$ cat src/rtl/arith_pkg.sv
// Shared definitions for the digit-serial arithmetic blocks.
//   state_t    : sequencing states of the serial datapath
//   num_digits : number of DIGIT-wide slices in a WIDTH-bit operand
//   idx_width  : width of a slice index register (at least one bit)
package arith_pkg;

    typedef enum logic [1:0] {
        IDLE = 2'd0,
        RUN  = 2'd1,
        DONE = 2'd2
    } state_t;

    function automatic int unsigned num_digits(input int unsigned width,
                                               input int unsigned digit);
        return width / digit;
    endfunction

    function automatic int unsigned idx_width(input int unsigned n);
        return (n <= 1) ? 1 : $clog2(n);
    endfunction

endpackage

$ cat src/rtl/add_slice.sv
// Pure combinational ripple-carry adder slice.
//   a, b  : DIGIT-bit addends
//   cin   : carry in
//   sum   : DIGIT-bit sum
//   cout  : carry out of the top bit
module add_slice #(
    parameter int unsigned DIGIT = 3
) (
    input  logic [DIGIT-1:0] a,
    input  logic [DIGIT-1:0] b,
    input  logic             cin,
    output logic [DIGIT-1:0] sum,
    output logic             cout
);

    always_comb begin : ripple
        logic c;
        c   = cin;
        sum = '0;
        for (int unsigned i = 0; i < DIGIT; i++) begin
            sum[i] = a[i] ^ b[i] ^ c;
            c      = (a[i] & b[i]) | (c & (a[i] ^ b[i]));
        end
        cout = c;
    end

endmodule

$ cat src/rtl/digit_serial_subtractor.sv
// Digit-serial subtractor: out_diff = in_a - in_b - in_bin (mod 2^WIDTH),
// resolved DIGIT bits per clock with the borrow carried in a register.
//   clk, rst_n          : clock (rising edge), asynchronous active-low reset
//   in_valid, in_ready  : operand handshake (ready only while idle)
//   in_a, in_b, in_bin  : minuend, subtrahend, borrow in
//   out_valid, out_ready: result handshake (valid only while done)
//   out_diff            : difference
//   out_bout            : unsigned borrow out (a < b + bin)
//   out_ovf             : two's-complement overflow
//   busy                : a transaction is in flight
module digit_serial_subtractor
    import arith_pkg::*;
#(
    parameter int unsigned WIDTH = 12,
    parameter int unsigned DIGIT = 3
) (
    input  logic             clk,
    input  logic             rst_n,
    input  logic             in_valid,
    output logic             in_ready,
    input  logic [WIDTH-1:0] in_a,
    input  logic [WIDTH-1:0] in_b,
    input  logic             in_bin,
    output logic             out_valid,
    input  logic             out_ready,
    output logic [WIDTH-1:0] out_diff,
    output logic             out_bout,
    output logic             out_ovf,
    output logic             busy
);

    localparam int unsigned    N        = num_digits(WIDTH, DIGIT);
    localparam int unsigned    IDXW     = idx_width(N);
    localparam logic [IDXW-1:0] LAST_IDX = IDXW'(N - 1);

    generate
        if ((DIGIT == 0) || ((WIDTH % DIGIT) != 0)) begin : g_param_check
            $error("digit_serial_subtractor: WIDTH must be a non-zero multiple of DIGIT");
        end
    endgenerate

    state_t            state_q;
    state_t            state_d;
    logic [WIDTH-1:0]  a_q;
    logic [WIDTH-1:0]  b_q;
    logic [WIDTH-1:0]  diff_q;
    logic [WIDTH-1:0]  diff_next;
    logic [IDXW-1:0]   idx_q;
    logic              borrow_q;
    logic              bout_q;
    logic              ovf_q;
    logic              a_msb_q;
    logic              b_msb_q;

    logic              accept;
    logic              last_slice;
    logic [DIGIT-1:0]  slice_a;
    logic [DIGIT-1:0]  slice_b_n;
    logic              slice_cin;
    logic [DIGIT-1:0]  slice_sum;
    logic              slice_cout;

    // Operands are shifted right each cycle so the active slice always sits
    // in the low DIGIT bits; the result is shifted in from the top so it is
    // aligned after the last slice. Equivalent to indexing slice idx directly.
    always_comb begin
        slice_a   = a_q[DIGIT-1:0];
        slice_b_n = ~b_q[DIGIT-1:0];
        slice_cin = ~borrow_q;
    end

    add_slice #(
        .DIGIT (DIGIT)
    ) u_slice (
        .a    (slice_a),
        .b    (slice_b_n),
        .cin  (slice_cin),
        .sum  (slice_sum),
        .cout (slice_cout)
    );

    generate
        if (N > 1) begin : g_multi
            always_comb diff_next = {slice_sum, diff_q[WIDTH-1:DIGIT]};
        end else begin : g_single
            always_comb diff_next = slice_sum;
        end
    endgenerate

    always_ff @(posedge clk or negedge rst_n) begin
        if (!rst_n) begin
            state_q <= IDLE;
        end else begin
            state_q <= state_d;
        end
    end

    always_comb begin
        state_d    = state_q;
        in_ready   = 1'b0;
        out_valid  = 1'b0;
        busy       = 1'b1;
        accept     = 1'b0;
        last_slice = (idx_q == LAST_IDX);
        case (state_q)
            IDLE: begin
                // Held low while reset is asserted so every output reads 0.
                in_ready = rst_n;
                busy     = 1'b0;
                accept   = in_valid;
                if (in_valid) begin
                    state_d = RUN;
                end
            end
            RUN: begin
                if (last_slice) begin
                    state_d = DONE;
                end
            end
            DONE: begin
                out_valid = 1'b1;
                if (out_ready) begin
                    state_d = IDLE;
                end
            end
            default: begin
                state_d = IDLE;
                busy    = 1'b0;
            end
        endcase
    end

    always_ff @(posedge clk or negedge rst_n) begin
        if (!rst_n) begin
            a_q      <= '0;
            b_q      <= '0;
            diff_q   <= '0;
            idx_q    <= '0;
            borrow_q <= 1'b0;
            bout_q   <= 1'b0;
            ovf_q    <= 1'b0;
            a_msb_q  <= 1'b0;
            b_msb_q  <= 1'b0;
        end else if (accept) begin
            a_q      <= in_a;
            b_q      <= in_b;
            diff_q   <= '0;
            idx_q    <= '0;
            borrow_q <= in_bin;
            bout_q   <= 1'b0;
            ovf_q    <= 1'b0;
            a_msb_q  <= in_a[WIDTH-1];
            b_msb_q  <= in_b[WIDTH-1];
        end else if (state_q == RUN) begin
            a_q      <= a_q >> DIGIT;
            b_q      <= b_q >> DIGIT;
            diff_q   <= diff_next;
            borrow_q <= ~slice_cout;
            if (last_slice) begin
                bout_q <= ~slice_cout;
                ovf_q  <= (a_msb_q != b_msb_q) && (slice_sum[DIGIT-1] != a_msb_q);
            end else begin
                idx_q  <= idx_q + 1'b1;
            end
        end
    end

    always_comb begin
        out_diff = diff_q;
        out_bout = bout_q;
        out_ovf  = ovf_q;
    end

endmodule

$ cat config.mk
export PLATFORM = sky130hd
export DESIGN_NAME = digit_serial_subtractor
export DESIGN_NICKNAME = d
export VERILOG_FILES = /design/src/rtl/arith_pkg.sv /design/src/rtl/add_slice.sv /design/src/rtl/digit_serial_subtractor.sv
export SDC_FILE = /design/constraint.sdc
export NUM_CORES = 1
export LEC_CHECK = 0
export BUFFER_PORTS_ARGS = -buffer_cell sky130_fd_sc_hd__buf_2
export CORE_ASPECT_RATIO = 1.4
export CORE_UTILIZATION = 50
export DETAILED_ROUTE_END_ITERATION = 8
export PLACE_DENSITY = 0.78
export SYNTH_ARGS = -nofsm -noshare
export SYNTH_HDL_FRONTEND = slang
export SYNTH_HIERARCHICAL = 1
export SYNTH_SLANG_ARGS = --single-unit
$ cat constraint.sdc
create_clock -name clk -period 5.3 [get_ports clk]
set_input_delay 0.265 -clock clk [delete_from_list [all_inputs] [get_ports clk]]
set_output_delay 0.265 -clock clk [all_outputs]
set_load 0.01 [all_outputs]
==> results of run 1 <==
## per-layer routing
| layer | vias to the layer above | part of all wire (%) | wire (um) | global-route usage [%] |
|---|---|---|---|---|
| li1 | 737 | - | - | - |
| met1 | 714 | 44 | 1610 | 22.1 |
| met2 | 33 | 50 | 1840 | 28.7 |
| met3 | 5 | 4.4 | 163 | 4.70 |
| met4 | 0 | 1.1 | 40 | 6.43 |
| met5 | - | 0 | 0 | 0 |
## cell families after synthesis
logic type	share of synthesized area [%]
mux	16.4
simple gates	11.1
xor+xnor	0.404
buf+inv	6.52
flops	51.9
fa+ha+maj	6.23
compound gates	7.50
## worst paths after layout
check / startpoint / endpoint / cells after the start
setup / recovery: state_q[1] / state_q[1] / 5
hold / removal: rst_n / a_q[10] / 2
setup reg to reg: state_q[1] / state_q[1] / 5
hold reg to reg: out_diff[0] / out_diff[0] / 2
max in group asynchronous: rst_n / b_q[5] / 2
min in group clk: in_b[2] / b_q[2] / 3
## cell usage in the layout (no fill, tap or decap), drive strengths merged
master     n
mux2i     31
fa         3
nand2     26
clkbuf     6
a221oi     1
or2        1
a22o       2
mux2       4
buf       46
dfrtp     45
nor2b      1
and3b      1
nand2b     4
o21ai     24
ha         6
nor3       2
nor2      15
inv       18
and2       2
a21oi      2
clkinvlp   1
nor3b      1
xnor2      1
bufinv     1
## stage by stage
stage	cell area, sq um	hold WS (ns)
after floorplan	2170	-0.0306
after global placement	2390	0.377
after detailed placement	2390	0.378
after CTS	2510	0.0569
after global routing	2510	0.0851
final	2510	0.0319
## sequential cells by signal, indices dropped and copies added (netlist names)
name,cells
a_msb_q,1
a_q,12
b_msb_q,1
b_q,12
borrow_q,1
idx_q,2
out_bout,1
out_diff,12
out_ovf,1
state_q,2
## final cells by class
type                            instances  area, sq um  area share, %
Tap cell                               45         56.3           2.25
Clock inverter                          2         37.5           1.50
Clock buffer                            6         82.6           3.29
Timing Repair Buffer                   46          233           9.28
Inverter                               18         67.6           2.69
Multi-Input combinational cell        127          905           36.1
Sequential cell                        45         1130           44.9
## power groups by stage
stage,logic [mW],clock network [mW],registers (mW)
3_5_place_dp,0.676,0,0.603
3_3_place_gp,0.654,0,0.596
6_report,0.670,0.265,0.596
5_1_grt,0.758,0.288,0.614
2_1_floorplan,0.522,0,0.602
4_1_cts,0.681,0.271,0.598
==> summary.txt, run 1 <==
Run status
  • Status: finished, violations left
  • Failing checks: DRC

Clocking
  • Clock buffer depth: 2
  • Worst-Skew Late Latency: 0.30 ns
  • CTS Root Cell: clkbuf_8
  • Htree depth: 2
  • Post-CTS Setup Bufs: 0
  • Hold_buf cts: 0
  • Worst-path clk slew: 0.08 ns
  • Sink Count: 45
  • CTS resizes: 0
  • CTS tree: built
  • Number of buffers created by CTS: 5

Critical path
  • CP Data Required Time: 5.48 ns
  • CP Cell Sequence: inv_1, ha_2, nor2b_4, a221oi_2, mux2_1
  • CP top delay family: adder cells
  • Crit Path Max Fanout: 40
  • Slowest-stage cell, CP: ha_2
  • Reg2reg setup slack: 3.01 ns
  • Setup CP Type: flip-flop to flip-flop
  • CP bufs+invs: 1
  • Crit start category: flip-flop
  • Worst Path Arrival: 2.46 ns
  • Worst path max stage delay: 0.91 ns
  • Setup crit end kind: flip-flop

STA
  • Total negative slack: 0 ns
  • Slew of the pin with the lowest slew margin: 1.06 ns
  • Fmax: 0.437 GHz
  • Hold Vio Cnt, Final: 0
  • Final WS setup: 3.01 ns
  • Min Tclk post-route: 2.29 ns
  • Slew margin rel.: 29.5%
  • Slew Viols, Final: 0
  • RSZ-0062 raised after global routing: no
  • Clock Skew: 0.00557 ns
  • Period utilization: 43.1%
  • Setup violators final: 0

Final layout
  • Layout area overhead: 15.6%
  • Number of antenna diodes: 0
  • Final Util: 59.6%
  • Finished Layout Cells: 289
  • Fraction of layout cells with a size suffix above 1: 23.8%
  • Layout net count: 281
  • # fillers: 355

GRT
  • First-pass GRT wire length: 6.15 mm
  • Largest net degree at the start of global routing: 68
  • Initial antenna violation count: 0
  • Tot GR Track Use: 17.5%
  • Gr ovfl total: 0
  • Vias in the first global route: 1,390

Synthesis
  • Flops & latches, synth: 45
  • Mapped cell area: 0.00217 sq mm
  • Top-count cell post-synth: dfrtp_1
  • Post-synth EDFFs: 0
  • Post-synth top cells: 45 x dfrtp_1, 31 x mux2i_1, 26 x nand2_1, 18 x inv_1, 16 x o21ai_1
  • Synthesis Warnings: 6
  • Top cells by area, synth: dfrtp_1 52%, mux2i_1 14%, nand2_1 4.5%
  • Syn Inst Count: 201
  • Net Count, Synth: 239
  • Top-area cell type share of the netlist area: 51.9%
  • Yosys cell types: 27
  • Mean post-synth cell area: 10.8 sq um
  • Area leader, netlist: dfrtp_1
  • Synth async-reset ratio: 100%
  • Seq/Total Area, Yosys: 51.9%
  • Top_reg_cell synth: dfrtp_1

Drt
  • Detailed Route WL: 3.66 mm
  • DRT Pass-1 Iters: 6
  • Vias per cell: 5.15
  • Vias: 1,489
  • Wire per inst: 12.7 um
  • DRC viols: 5
  • Post-route ant nets: 0
  • DRT iter0 DRCs: 89

Placement
  • Worst slack at placement: 2.99 ns
  • Gpl congestion: 0.726
  • IO Port Bufs: 45
  • HPWL Detailed: 2.44 mm
  • Placed Instances: 281

Die
  • Die X: 57.7 um
  • Std-Cell Core Area: 0.00420 sq mm
  • Die ar.: 0.00461 sq mm
  • Row cnt: 28
  • IO Count: 46
  • Die Y: 79.9 um
  • Initial Utilization: 51.6%

Power
  • Clock network fraction of total power: 17.3%
  • Net Sw Frac: 37.3%
  • Seq pwr share: 39.0%
  • Internal power: 0.960 mW
  • Total power: 1.53 mW
  • Leak: 1.28 nW
  • Combinational fraction of design power: 43.8%
  • Max IR drop VDD: 231 uV
  • NetSw: 0.571 mW
  • PD cells: 611 mW/mm^2

Flow run
  • Max-Cap Viols: 0

Min path
  • Hold crit path type: primary input to async pin
(Power assumes the default switching activity.)
==> run 2: changes to the inputs <==
--- a/config.mk
+++ b/config.mk
@@ -7,9 +7,9 @@
 export LEC_CHECK = 0
 export BUFFER_PORTS_ARGS = -buffer_cell sky130_fd_sc_hd__buf_2
 export CORE_ASPECT_RATIO = 1.4
-export CORE_UTILIZATION = 50
+export CORE_UTILIZATION = 49
 export DETAILED_ROUTE_END_ITERATION = 8
-export PLACE_DENSITY = 0.78
+export PLACE_DENSITY = 0.8
 export SYNTH_ARGS = -nofsm -noshare
 export SYNTH_HDL_FRONTEND = slang
 export SYNTH_HIERARCHICAL = 1
==> constraint.sdc (replaced) <==
create_clock -name clk -period 1.9 [get_ports clk]
set_input_delay 0.095 -clock clk [delete_from_list [all_inputs] [get_ports clk]]
set_output_delay 0.095 -clock clk [all_outputs]
set_load 0.01 [all_outputs]
==> run 2 against run 1 <==
  * The flow finishes with violations (setup timing)
  * Flip-flop and latch count unchanged
  * Final cell count rose by 9.7%
  * Die area up 2.0%
  * Fmax grew 6.0%
  * Critical path type unchanged
  * Critical endpoint is now out_ovf
  * Largest cell class unchanged
==> summary.txt, run 2 (synthesis results as in run 1) <==
Run status
  • Status: finished, violations left
  • Failing checks: setup timing

Die
  • Die Y: 80.7 um
  • IO Count: 46
  • Std-Cell Core Area: 0.00424 sq mm
  • Initial Utilization: 51.2%
  • Die ar.: 0.00470 sq mm
  • Die X: 58.2 um
  • Row cnt: 28

Power
  • Combinational fraction of design power: 48.2%
  • Clock network fraction of total power: 13.4%
  • Internal power: 2.71 mW
  • Seq pwr share: 38.5%
  • NetSw: 1.65 mW
  • Net Sw Frac: 37.9%
  • Max IR drop VDD: 694 uV
  • PD cells: 1650 mW/mm^2
  • Leak: 1.33 nW

Final layout
  • Number of antenna diodes: 0
  • Layout area overhead: 21.7%
  • # fillers: 366
  • Layout net count: 295
  • Final Util: 62.3%
  • Fraction of layout cells with a size suffix above 1: 28.4%
  • Most frequent cells in the layout: 45 x dfrtp_1, 45 x buf_2, 31 x mux2i_1

GRT
  • First-pass GRT wire length: 6.32 mm
  • Gr ovfl total: 0
  • Largest net degree at the start of global routing: 46
  • Vias in the first global route: 1,432
  • Initial antenna violation count: 0
  • Tot GR Track Use: 18.1%

Drt
  • DRC viols: 0
  • Vias: 1,543
  • Wire per inst: 12.2 um
  • Vias per cell: 4.87
  • Detailed Route WL: 3.85 mm
  • DRT Pass-1 Iters: 4
  • Post-route ant nets: 0
  • DRT iter0 DRCs: 63

STA
  • Setup violators final: 3
  • Clock Skew: 0.0108 ns
  • Fmax: 0.464 GHz
  • Slew Viols, Final: 0
  • Min Tclk post-route: 2.16 ns
  • Period utilization: 114%
  • Slew margin rel.: 62.9%
  • Worst hold slack: 0.00305 ns
  • Hold Vio Cnt, Final: 0
  • Slew of the pin with the lowest slew margin: 0.557 ns
  • Final WS setup: -0.257 ns
  • RSZ-0062 raised after global routing: yes

Clocking
  • Number of buffers created by CTS: 5
  • Worst-path clk slew: 0.08 ns
  • Worst-Skew Late Latency: 0.30 ns
  • Clock buffer depth: 2
  • Sink Count: 45
  • CTS Root Cell: clkbuf_8
  • Htree depth: 2
  • CTS tree: built

Flow run
  • Max-Cap Viols: 0

Placement
  • Gpl congestion: 0.711
  • IO Port Bufs: 45
  • HPWL Detailed: 2.71 mm

Critical path
  • CP top delay family: adder cells
  • Slowest-stage cell, CP: fa_1
  • Reg2reg setup slack: -0.26 ns
  • CP bufs+invs: 5
  • CP Cell Sequence: inv_1, inv_2, fa_2, inv_2, fa_2, inv_2, fa_1, inv_2, and3b_1, nor3_2, nor3_1
  • Crit Path Max Fanout: 3
  • CP Data Required Time: 2.07 ns
  • Crit path top cell by count: inv_2
  • Worst path max stage delay: 0.48 ns
  • Setup CP Type: flip-flop to flip-flop
  • Crit start category: flip-flop
  • Worst Path Arrival: 2.33 ns
  • Setup crit end kind: flip-flop

Min path
  • Hold crit path type: primary input to flip-flop
run 2: cell types whose count changed in the layout (fill, tap and decap cells not counted), moves of 2 or more:
cell and delta:
dlygate4sd3_1 +6, fa_2 +2, inv_1 -5, buf_4 +7, inv_2 +5, fa_1 -2
run 2: worst paths after layout:
path,startpoint,endpoint,depth (start not counted)
min in group asynchronous,rst_n,b_q[1],3
min,in_a[9],a_q[9],3
min reg2reg,a_msb_q,a_msb_q,1
max reg2reg,borrow_q,out_ovf,11
max,borrow_q,out_ovf,11
max in group asynchronous,rst_n,state_q[0],3
run 2: area by class of cell:
class | count | area, sq um | share of cell area, %
flip-flops and latches | 45 | 1130 | 42.7
clock buffers | 7 | 86.3 | 3.27
repair buffers | 60 | 365 | 13.8
multi-input cells | 127 | 920 | 34.8
inverters | 18 | 67.6 | 2.56
well taps | 60 | 75.1 | 2.84
run 2: routing by layer:
| layer | share of wire, % | vias to the layer above | track usage (%) | wire length [um] |
|---|---|---|---|---|
| li1 | - | 765 | - | - |
| met1 | 43 | 735 | 22.3 | 1670 |
| met2 | 52 | 37 | 30.3 | 1990 |
| met3 | 2.8 | 6 | 3.82 | 109 |
| met4 | 2.2 | 0 | 8.57 | 86 |
| met5 | 0 | - | 0 | 0 |
run 2: per-stage QoR:
stage          instances  setup slack [ns]  cell area [sq um]  power [mW]  TNS, ns
2_1_floorplan        201            -0.161               2170        3.15   -0.161
3_3_place_gp         302            -0.221               2470        3.60   -0.317
3_5_place_dp         302            -0.275               2470        3.72   -0.451
4_1_cts              316            -0.248               2620        4.36   -0.441
5_1_grt              317            -0.395               2640        4.75   -0.893
6_report             317            -0.257               2640        4.36   -0.478
run 2: power by group through the flow:
stage	sequential (mW)	combinational (mW)	clock, mW
after floorplan	1.68	1.47	0
after global placement	1.66	1.94	0
after detailed placement	1.69	2.04	0
after CTS	1.67	2.09	0.601
after global routing	1.73	2.39	0.628
final	1.68	2.10	0.583
run 2: worst reg2reg max path, delay by kind of cell (launching register included):
family                   cells  cell delay (ns)
buffers and inverters        5             0.26
AND/OR/NAND/NOR              3             0.37
adder cells (fa/ha/maj)      3             1.01
flip-flops                   1             0.39
run 2: timing repair:
| action | CTS | global route |
|---|---|---|
| gates cloned | 0 | 0 |
| setup endpoints to repair | 3 | 4 |
| hold buffers | 6 | 0 |
| pin swaps | 3 | 0 |
| hold endpoints to repair | 50 | 0 |
| gates resized for setup | 4 | 3 |
| setup buffers | 1 | 1 |
